<file path="config.mk">
export PLATFORM = sky130hd
export DESIGN_NAME = dmem_hs
export DESIGN_NICKNAME = d
export VERILOG_FILES = /design/src/rtl/dmem_pkg.sv /design/src/rtl/dmem_lane_align.sv /design/src/rtl/dmem_hs.sv
export SDC_FILE = /design/constraint.sdc
export NUM_CORES = 2
export LEC_CHECK = 0
export BUFFER_PORTS_ARGS = -buffer_cell sky130_fd_sc_hd__buf_4
export CAP_MARGIN = 0
export CORE_MARGIN = 4
export CORE_UTILIZATION = 50
export CTS_CLUSTER_SIZE = 40
export DETAILED_ROUTE_END_ITERATION = 12
export PLACE_DENSITY = 0.66
export RECOVER_POWER = 50
export SYNTH_ARGS = -nofsm -noshare
export SYNTH_HDL_FRONTEND = slang
export SYNTH_SLANG_ARGS = --single-unit
</file>
<file path="constraint.sdc">
create_clock -name clk -period 6 [get_ports clk]
set_input_delay 1.2 -clock clk [delete_from_list [all_inputs] [get_ports clk]]
set_output_delay 1.2 -clock clk [all_outputs]
set_load 0.01 [all_outputs]
</file>
<file path="src/rtl/dmem_pkg.sv">
// Shared types and constants for the handshaked MIPS data memory.
package dmem_pkg;

    typedef enum logic [1:0] {
        MEM_BYTE = 2'b00,
        MEM_HALF = 2'b01,
        MEM_WORD = 2'b10
    } mem_size_t;

    typedef enum logic [1:0] {
        IDLE,
        WAIT,
        RESP
    } dmem_state_t;

    localparam int DMEM_MAX_WAIT = 15;

endpackage

</file>
<file path="src/rtl/dmem_lane_align.sv">
// Combinational byte-lane steering for the data memory: store byte enables and
// replicated data, load extraction with sign/zero extension, alignment checking.
module dmem_lane_align
    import dmem_pkg::*;
(
    input  logic [1:0]  size,
    input  logic [1:0]  offset,
    input  logic        is_unsigned,
    input  logic [31:0] wdata,
    input  logic [31:0] rword,
    output logic [3:0]  byte_en,
    output logic [31:0] wdata_rep,
    output logic [31:0] rdata_ext,
    output logic        align_err
);

    logic [7:0]  rbyte;
    logic [15:0] rhalf;

    // Offset 0 is the least significant byte (little-endian lanes).
    always_comb begin
        byte_en   = 4'b0000;
        wdata_rep = wdata;
        rdata_ext = 32'd0;
        align_err = 1'b0;
        rbyte     = rword[{offset, 3'b000} +: 8];
        rhalf     = rword[{offset[1], 4'b0000} +: 16];
        case (mem_size_t'(size))
            MEM_BYTE: begin
                byte_en   = 4'b0001 << offset;
                wdata_rep = {4{wdata[7:0]}};
                rdata_ext = is_unsigned ? {24'd0, rbyte} : {{24{rbyte[7]}}, rbyte};
            end
            MEM_HALF: begin
                align_err = offset[0];
                byte_en   = offset[1] ? 4'b1100 : 4'b0011;
                wdata_rep = {2{wdata[15:0]}};
                rdata_ext = is_unsigned ? {16'd0, rhalf} : {{16{rhalf[15]}}, rhalf};
            end
            MEM_WORD: begin
                align_err = (offset != 2'b00);
                byte_en   = 4'b1111;
                rdata_ext = rword;
            end
            default: align_err = 1'b1;
        endcase
    end

endmodule

</file>
<file path="src/rtl/dmem_hs.sv">
// Data memory with valid/ready request handshake, configurable wait states,
// sub-word accesses and error reporting.
module dmem_hs
    import dmem_pkg::*;
#(
    parameter int DEPTH       = 64,
    parameter int WAIT_CYCLES = 0
) (
    input  logic        clk,
    input  logic        reset_n,
    input  logic        req_valid,
    output logic        req_ready,
    input  logic        req_we,
    input  logic [31:0] req_addr,
    input  logic [31:0] req_wdata,
    input  logic [1:0]  req_size,
    input  logic        req_unsigned,
    output logic        resp_valid,
    output logic [31:0] resp_rdata,
    output logic        resp_err
);

    localparam int AW = $clog2(DEPTH);
    localparam logic [3:0] WAIT_LOAD = 4'((WAIT_CYCLES == 0) ? 0 : WAIT_CYCLES - 1);

    dmem_state_t state, next_state;
    logic [3:0]  cnt;
    logic        accept;
    logic        commit;

    logic        lat_we;
    logic [31:0] lat_addr;
    logic [31:0] lat_wdata;
    logic [1:0]  lat_size;
    logic        lat_unsigned;

    logic        sel_we;
    logic [31:0] sel_addr;
    logic [31:0] sel_wdata;
    logic [1:0]  sel_size;
    logic        sel_unsigned;

    logic [31:0] mem [DEPTH];
    logic [AW-1:0] word_idx;
    logic        range_err;
    logic        access_err;
    logic [3:0]  byte_en;
    logic [31:0] wdata_rep;
    logic [31:0] rdata_ext;
    logic        align_err;

    assign req_ready = (state == IDLE) || (state == RESP);
    assign accept    = req_valid && req_ready;

    // With zero wait states the commit edge is also the acceptance edge, so the
    // live request fields must be used; otherwise the latched copy is used.
    always_comb begin
        sel_we       = lat_we;
        sel_addr     = lat_addr;
        sel_wdata    = lat_wdata;
        sel_size     = lat_size;
        sel_unsigned = lat_unsigned;
        if (state != WAIT) begin
            sel_we       = req_we;
            sel_addr     = req_addr;
            sel_wdata    = req_wdata;
            sel_size     = req_size;
            sel_unsigned = req_unsigned;
        end
    end

    assign word_idx   = sel_addr[AW+1:2];
    assign range_err  = |sel_addr[31:AW+2];
    assign access_err = align_err || range_err;

    dmem_lane_align u_align (
        .size        (sel_size),
        .offset      (sel_addr[1:0]),
        .is_unsigned (sel_unsigned),
        .wdata       (sel_wdata),
        .rword       (mem[word_idx]),
        .byte_en     (byte_en),
        .wdata_rep   (wdata_rep),
        .rdata_ext   (rdata_ext),
        .align_err   (align_err)
    );

    always_comb begin
        next_state = state;
        case (state)
            IDLE: if (accept) next_state = (WAIT_CYCLES == 0) ? RESP : WAIT;
            WAIT: if (cnt == 4'd0) next_state = RESP;
            RESP: begin
                if (accept) next_state = (WAIT_CYCLES == 0) ? RESP : WAIT;
                else        next_state = IDLE;
            end
            default: next_state = IDLE;
        endcase
        commit = (next_state == RESP);
    end

    always_ff @(posedge clk or negedge reset_n) begin
        if (!reset_n) begin
            state        <= IDLE;
            cnt          <= 4'd0;
            lat_we       <= 1'b0;
            lat_addr     <= 32'd0;
            lat_wdata    <= 32'd0;
            lat_size     <= 2'b00;
            lat_unsigned <= 1'b0;
        end else begin
            state <= next_state;
            if (accept) begin
                cnt          <= WAIT_LOAD;
                lat_we       <= req_we;
                lat_addr     <= req_addr;
                lat_wdata    <= req_wdata;
                lat_size     <= req_size;
                lat_unsigned <= req_unsigned;
            end else if (state == WAIT && cnt != 4'd0) begin
                cnt <= cnt - 4'd1;
            end
        end
    end

    always_ff @(posedge clk or negedge reset_n) begin
        if (!reset_n) begin
            resp_valid <= 1'b0;
            resp_rdata <= 32'd0;
            resp_err   <= 1'b0;
        end else begin
            resp_valid <= commit;
            if (commit) begin
                resp_err   <= access_err;
                resp_rdata <= (access_err || sel_we) ? 32'd0 : rdata_ext;
            end
        end
    end

    // The array keeps its contents across reset.
    always_ff @(posedge clk) begin
        if (commit && sel_we && !access_err) begin
            for (int b = 0; b < 4; b++) begin
                if (byte_en[b]) mem[word_idx][8*b +: 8] <= wdata_rep[8*b +: 8];
            end
        end
    end

endmodule

</file>
# Word level (Yosys, flattened, before mapping)
# Memories as Yosys holds them, arrays and structs flattened.
# Cells that the tools add are included.
[op_classes] mux=31 n_shift=3 n_reduce_logical=15 n_eq_ne=6 n_addsub=1
[ops] cell="two-way mux 32 bit" n=5
[ops] cell="case mux 32 bit (3 select lines)" n=1
[ops] cell="case mux 32 bit (2 select lines)" n=1
[ops] cell="variable part select 32 x 6 -> 16 bit" n=1
[ops] cell="variable part select 32 x 6 -> 8 bit" n=1
[ops] cell="OR reduction 24 bit" n=1
[ops] cell="two-way mux 1 bit" n=14
[ops] cell="two-way mux 4 bit" n=3
[ops] cell="case mux 4 bit (3 select lines)" n=1
[ops] cell="two-way mux 2 bit" n=4
[ops] cell="== test 2 bit, second input constant" n=3
[ops] cell="case mux 2 bit (3 select lines)" n=1
[ops] cell="== test 2 x 1 -> 1 bit, second input constant" n=2
[ops] cell="logical AND 1 bit" n=4
[ops] cell="zero test 2 bit" n=2
[ops] cell="zero test 4 bit" n=1
[ops] cell="nonzero test 2 bit" n=2
[ops] cell="nonzero test 4 bit" n=1
[ops] cell="left shift 1 x 2 -> 4 bit, first input constant" n=1
[ops] cell="subtractor 4 x 1 -> 4 bit, second input constant" n=1
[ops] cell="logical OR 1 bit" n=3
[ops] cell="case mux 1 bit (3 select lines)" n=1
[ops] cell="inequality test 2 x 1 -> 1 bit, second input constant" n=1
[ops] cell="zero test 1 bit" n=1
[totals] n_memories=1 elab_cells=67 input_bits=71 ramBits=2048 regBits=108
[mem_list] memory="mem" depth=64 word_bits=32 read_ports=1 rd_ports_with_merged_regs=0 write_ports=1 line_no="dmem_hs.sv:43" text="logic [31:0] mem [DEPTH];"

# Depth between registers and ports, before layout
[logic_depth] word_depth=10 mapped_depth=17 mapped_depth_nobuf=11

# By module
# A second synthesis with hierarchy kept.
[hier_totals] hier_cells=5500 area_unflattened_um2=84484.8
[by_module_without_submodules] module="dmem_hs" n_inst=1 cells_per_inst=5315 seq_area_each_um2=64201.6 area_per_inst_um2=83229.8
[by_module_without_submodules] module="dmem_lane_align" n_inst=1 cells_per_inst=185 seq_area_each_um2=0.0 area_per_inst_um2=1255.0

# Worst setup path before layout
# Ideal clock, no wire load.
[synth_timing] path_type="input-to-reg" startpoint="in req_size[1]" endpoint="mem mem[0][10], data pin" path_buffers=3 arrival_ps=4310 setup_time_ps=563 cell_stages=6 slack_ps=1126 path_cell_list="clkbuf_1 -> mux2i_1 -> clkbuf_1 -> nand2_1 -> clkbuf_1 -> mux2i_1"
[synth_between] elab_chain_cells=3
[synth_rtl] item="from (decl)" line_no="dmem_hs.sv:16" text="input logic [1:0] req_size,"
[synth_rtl] item="two-way mux 2 bit *" line_no="dmem_hs.sv:63" text="if (state != WAIT) begin"
[synth_rtl] item="== test 2 x 1 -> 1 bit or zero test 2 bit (tied branches)" line_no="dmem_lane_align.sv:28" text="case (mem_size_t'(size))"
[synth_rtl] item="case mux 32 bit (2 select lines) *" line_no="dmem_lane_align.sv:28"
[synth_rtl] item="net u_align.wdata_rep[10]" line_no="dmem_lane_align.sv:12" text="output logic [31:0] wdata_rep,"
[synth_rtl] item="to (decl)" line_no="dmem_hs.sv:43"
# Mark *: on every way through the listed nets, which the timed path passes. The rest lies on a longest branch.

# Worst setup path in the final report
[layout_timing] startpoint="reg state[0]" endpoint="mem mem[16][12], data pin"
[layout_between] elab_chain_cells=4
[layout_rtl] item="from (decl)" line_no="dmem_hs.sv:26" text="dmem_state_t state, next_state;"
[layout_rtl] item="from (signal assigned)" line_no="dmem_hs.sv:112" text="state <= next_state;"
[layout_rtl] item="inequality test 2 x 1 -> 1 bit *" line_no="dmem_hs.sv:63"
[layout_rtl] item="two-way mux 2 bit" line_no="dmem_hs.sv:63"
[layout_rtl] item="== test 2 x 1 -> 1 bit or zero test 2 bit (tied branches)" line_no="dmem_lane_align.sv:28"
[layout_rtl] item="case mux 32 bit (2 select lines) *" line_no="dmem_lane_align.sv:28"
[layout_rtl] item="net u_align.wdata_rep[12]" line_no="dmem_lane_align.sv:12"
# Marked as above.

==> impl_metrics.env <==
export IMPL_relSlewSlack_pct=-132
export IMPL_async_flop_share_pct=5.01
export IMPL_combPwrFrac_pct=6.3
export IMPL_avgRoutedWirePerCell_um=32.4
export IMPL_grt_antenna_before_repair=15
export IMPL_crit_top_cell="mux2i_1"
export IMPL_hold_depth=2
export IMPL_insertion_delay_ns=0.86
export IMPL_die_h_um=418
export IMPL_drive_gt1_share_pct=14.5
export IMPL_cts_sinks=2156
export IMPL_dieArea_um2=175000
export IMPL_avgViaCountPerCell=6.71
export IMPL_place_hpwl_mm=167
export IMPL_worstPathArrival_ns=6.21
export IMPL_fin_cells=8412
export IMPL_critPathLaunchType="flop"
export IMPL_netlist_instances=5666
export IMPL_grt_max_degree=83
export IMPL_maxSlewViolCount=1533
export IMPL_crit_fanout=41
export IMPL_grt_pass1_vias=54000
export IMPL_max_stage_delay_ns=2.28
export IMPL_clock_skew_ns=0.0523
export IMPL_ys_seq_area_share_pct=76.3
export IMPL_hold_violations=0
export IMPL_cp_top_family="multiplexers"
export IMPL_die_width_um=418
export IMPL_rows=150
export IMPL_final_area_um2=96600
export IMPL_clockRootBuffer="clkbuf_16"
export IMPL_pin_count=106
export IMPL_syn_nets=5739
export IMPL_setup_tns_ns=0
export IMPL_switching_share_pct=22.9
export IMPL_synth_ff_type="edfxtp_1"
export IMPL_fmax_ghz=0.176
export IMPL_finalWirelength_mm=272
export IMPL_cts_buffer_depth=3
export IMPL_clkPwrFrac_pct=41.1
export IMPL_synth_distinct_cells=84
export IMPL_drcViolationCount=0
export IMPL_r2r_cells=5
export IMPL_violations="max-capacitance violations, max-slew violations"
export IMPL_startpoint="state[0]"
export IMPL_grt_pass1_wl_mm=389
export IMPL_first_pass_iters=8
export IMPL_p_leak_nw=32.0
export IMPL_ys_ff_latch=2156
export IMPL_fin_nets=6102
export IMPL_setup_viol=0
export IMPL_hp_start="lat_wdata[6]"
export IMPL_cts_hold_buf=0
export IMPL_fill_cells=12700
export IMPL_fin_crit_sh_pct=94.4
export IMPL_path_cells="nor2b_4, buf_4, mux2i_1, mux2i_1, clkbuf_1"
export IMPL_area_growth_pct=14.8
export IMPL_cp_slowest_cell="mux2i_1"
export IMPL_reg2reg_from="state[0]"
export IMPL_required_ns=6.55
export IMPL_grtUsageTotal_pct=30.7
export IMPL_numPlacedInstances=8020
export IMPL_synth_area_per_cell_um2=14.9
export IMPL_critPathCaptureType="flop"
export IMPL_cts_resized=0
export IMPL_worst_pin_slew_ns=3.49
export IMPL_grt_ovfl_total=0
export IMPL_numPortBuffers=105
export IMPL_numCtsBuffers=210
export IMPL_worst_setup_path_type="reg -> reg"
export IMPL_cts_tree="yes"
export IMPL_rsz0062_at_grt="false"
export IMPL_worst_path_buf_inv=2
export IMPL_place_area_um2=90300
export IMPL_htreeDepth=4
export IMPL_gp_congestion=0.923
export IMPL_holdCritPathClass="reg -> reg"
export IMPL_first_iter_violations=9044
export IMPL_post_cts_buffers=0
export IMPL_r2r_slack_ns=0.33
export IMPL_p_sw_mw=7.25
export IMPL_cap_violations=24
export IMPL_synth_edff_count=2048
export IMPL_coreArea_um2=167000
export IMPL_internal_power_mw=24.4
export IMPL_via_count=56400
export IMPL_outcome="finished, violations left"
export IMPL_peakVddDrop_mv=0.269
export IMPL_worst_path_stages=5
export IMPL_fin_crit_ns=5.67
export IMPL_path_clk_slew_ns=0.06
export IMPL_initial_core_util_pct=50.3
export IMPL_ant_nets=0
export IMPL_netlist_area_um2=84200
export IMPL_pwr_share_seq_pct=52.6
export IMPL_yosys_warnings=0
export IMPL_powerDensity_nw_per_um2=328
==> stage by stage <==
| step | total power [mW] | util [%] | hold slack (ns) | setup WS [ns] |
|---|---|---|---|---|
| floorplan | 17.9 | - | 0.445 | 1.13 |
| global placement | 18.9 | 54.0 | 0.456 | 0.379 |
| detailed placement | 18.9 | 54.0 | 0.462 | 0.239 |
| CTS | 31.7 | 58.0 | 0.351 | 0.636 |
| global route | 32.5 | 57.8 | 0.491 | 0.232 |
| finish | 31.7 | 57.8 | 0.474 | 0.334 |
==> routing by layer <==
metal / vias to the layer above / GRT usage [%] / share of wire [%]
met2: 4131 / 47.4 / 46
met5: - / 0 / 0.019
met1: 28300 / 41.6 / 36
li1: 23200 / - / -
met4: 8 / 14.3 / 5.6
met3: 807 / 7.13 / 12
==> cells by family (layout without fill, tap and decap cells) <==
| logic type | count (synthesis) | count (layout) | share of synthesized area (%) |
|---|---|---|---|
| compound gates | 1194 | 1194 | 10.1 |
| xor+xnor | 2 | 2 | 0.0208 |
| fa+ha+maj | 2 | 2 | 0.0297 |
| buf+inv | 495 | 1028 | 2.68 |
| flops | 2156 | 2156 | 76.3 |
| mux | 166 | 166 | 2.01 |
| other cells | 0 | 9 | 0 |
| simple gates | 1651 | 1651 | 8.86 |
==> power by group through the flow <==
stage,sequential (mW),combinational [mW],clock [mW]
5_1_grt,16.7,2.06,13.8
3_5_place_dp,17.0,1.95,0
6_report,16.7,2.00,13.0
2_1_floorplan,17.0,0.977,0
4_1_cts,16.6,1.96,13.1
3_3_place_gp,17.0,1.93,0
==> Yosys cell counts, types with 30 or more instances <==
library cell,count,share of area [%]
buf_4,33,0.29
buf_2,185,1.1
buf_1,45,0.20
and3_1,32,0.24
mux2i_1,152,1.8
a211oi_1,80,0.71
o22ai_1,470,3.5
nor4_1,70,0.52
a21oi_1,65,0.39
o22a_1,58,0.60
o32ai_1,32,0.33
a32o_1,30,0.36
o211ai_1,30,0.27
a32oi_1,45,0.47
nor3_1,400,2.4
nand3_1,132,0.78
o21ai_0,74,0.44
a31oi_1,75,0.56
clkbuf_1,164,0.73
inv_1,61,0.27
dfrtp_1,108,3.2
nand2_1,722,3.2
nor2_1,193,0.86
o221ai_1,86,0.89
edfxtp_1,2048,73
==> worst register-to-register path, delay by kind of cell, from the launching register on <==
kind | cells | cell delay [ns]
buffers and inverters | 2 | 1.39
DFF | 1 | 0.65
and+or+nand+nor | 1 | 0.59
muxes | 2 | 2.73
==> worst paths after layout <==
path                                endpoint
worst min register to register  lat_wdata[6]
worst max register to register   mem[16][12]
max in group asynchronous        lat_addr[4]
worst min-delay path            lat_wdata[6]
worst max-delay path             mem[16][12]
min in group asynchronous       lat_addr[19]
==> cells in the final DEF, fill, tap and decap left out, drive strengths merged, types with 76 or more instances in the layout <==
cell type / Yosys / routed
nor2: 193 / 193
buf: 269 / 490
o21ai: 81 / 81
nand2: 725 / 725
o221ai: 86 / 86
clkbuf: 164 / 354
nor3: 401 / 401
o22ai: 470 / 470
edfxtp: 2048 / 2048
nand3: 132 / 132
dfrtp: 108 / 108
a31oi: 76 / 76
a211oi: 80 / 80
clkinv: 1 / 95
mux2i: 156 / 156
==> flip-flops by register name, indices dropped and copies added (netlist names) <==
name and flops:
lat_we 1, lat_size 2, resp_err 1, resp_valid 1, resp_rdata 32, lat_wdata 32
lat_addr 32, lat_unsigned 1, cnt 4, state 2, mem 2048
==> cell type report <==
cell class	instances	area (µm²)	share of cell area, %
sequential	2156	64200	66.4
multi-input combinational	3015	18200	18.9
clock buffer	260	5510	5.70
timing repair buffer	584	4470	4.63
tap	2204	2760	2.85
clock inverter	122	1210	1.25
inverter	62	233	0.241
antenna	9	22.5	0.0233
No activity file was read; power rests on OpenSTA's default activity.
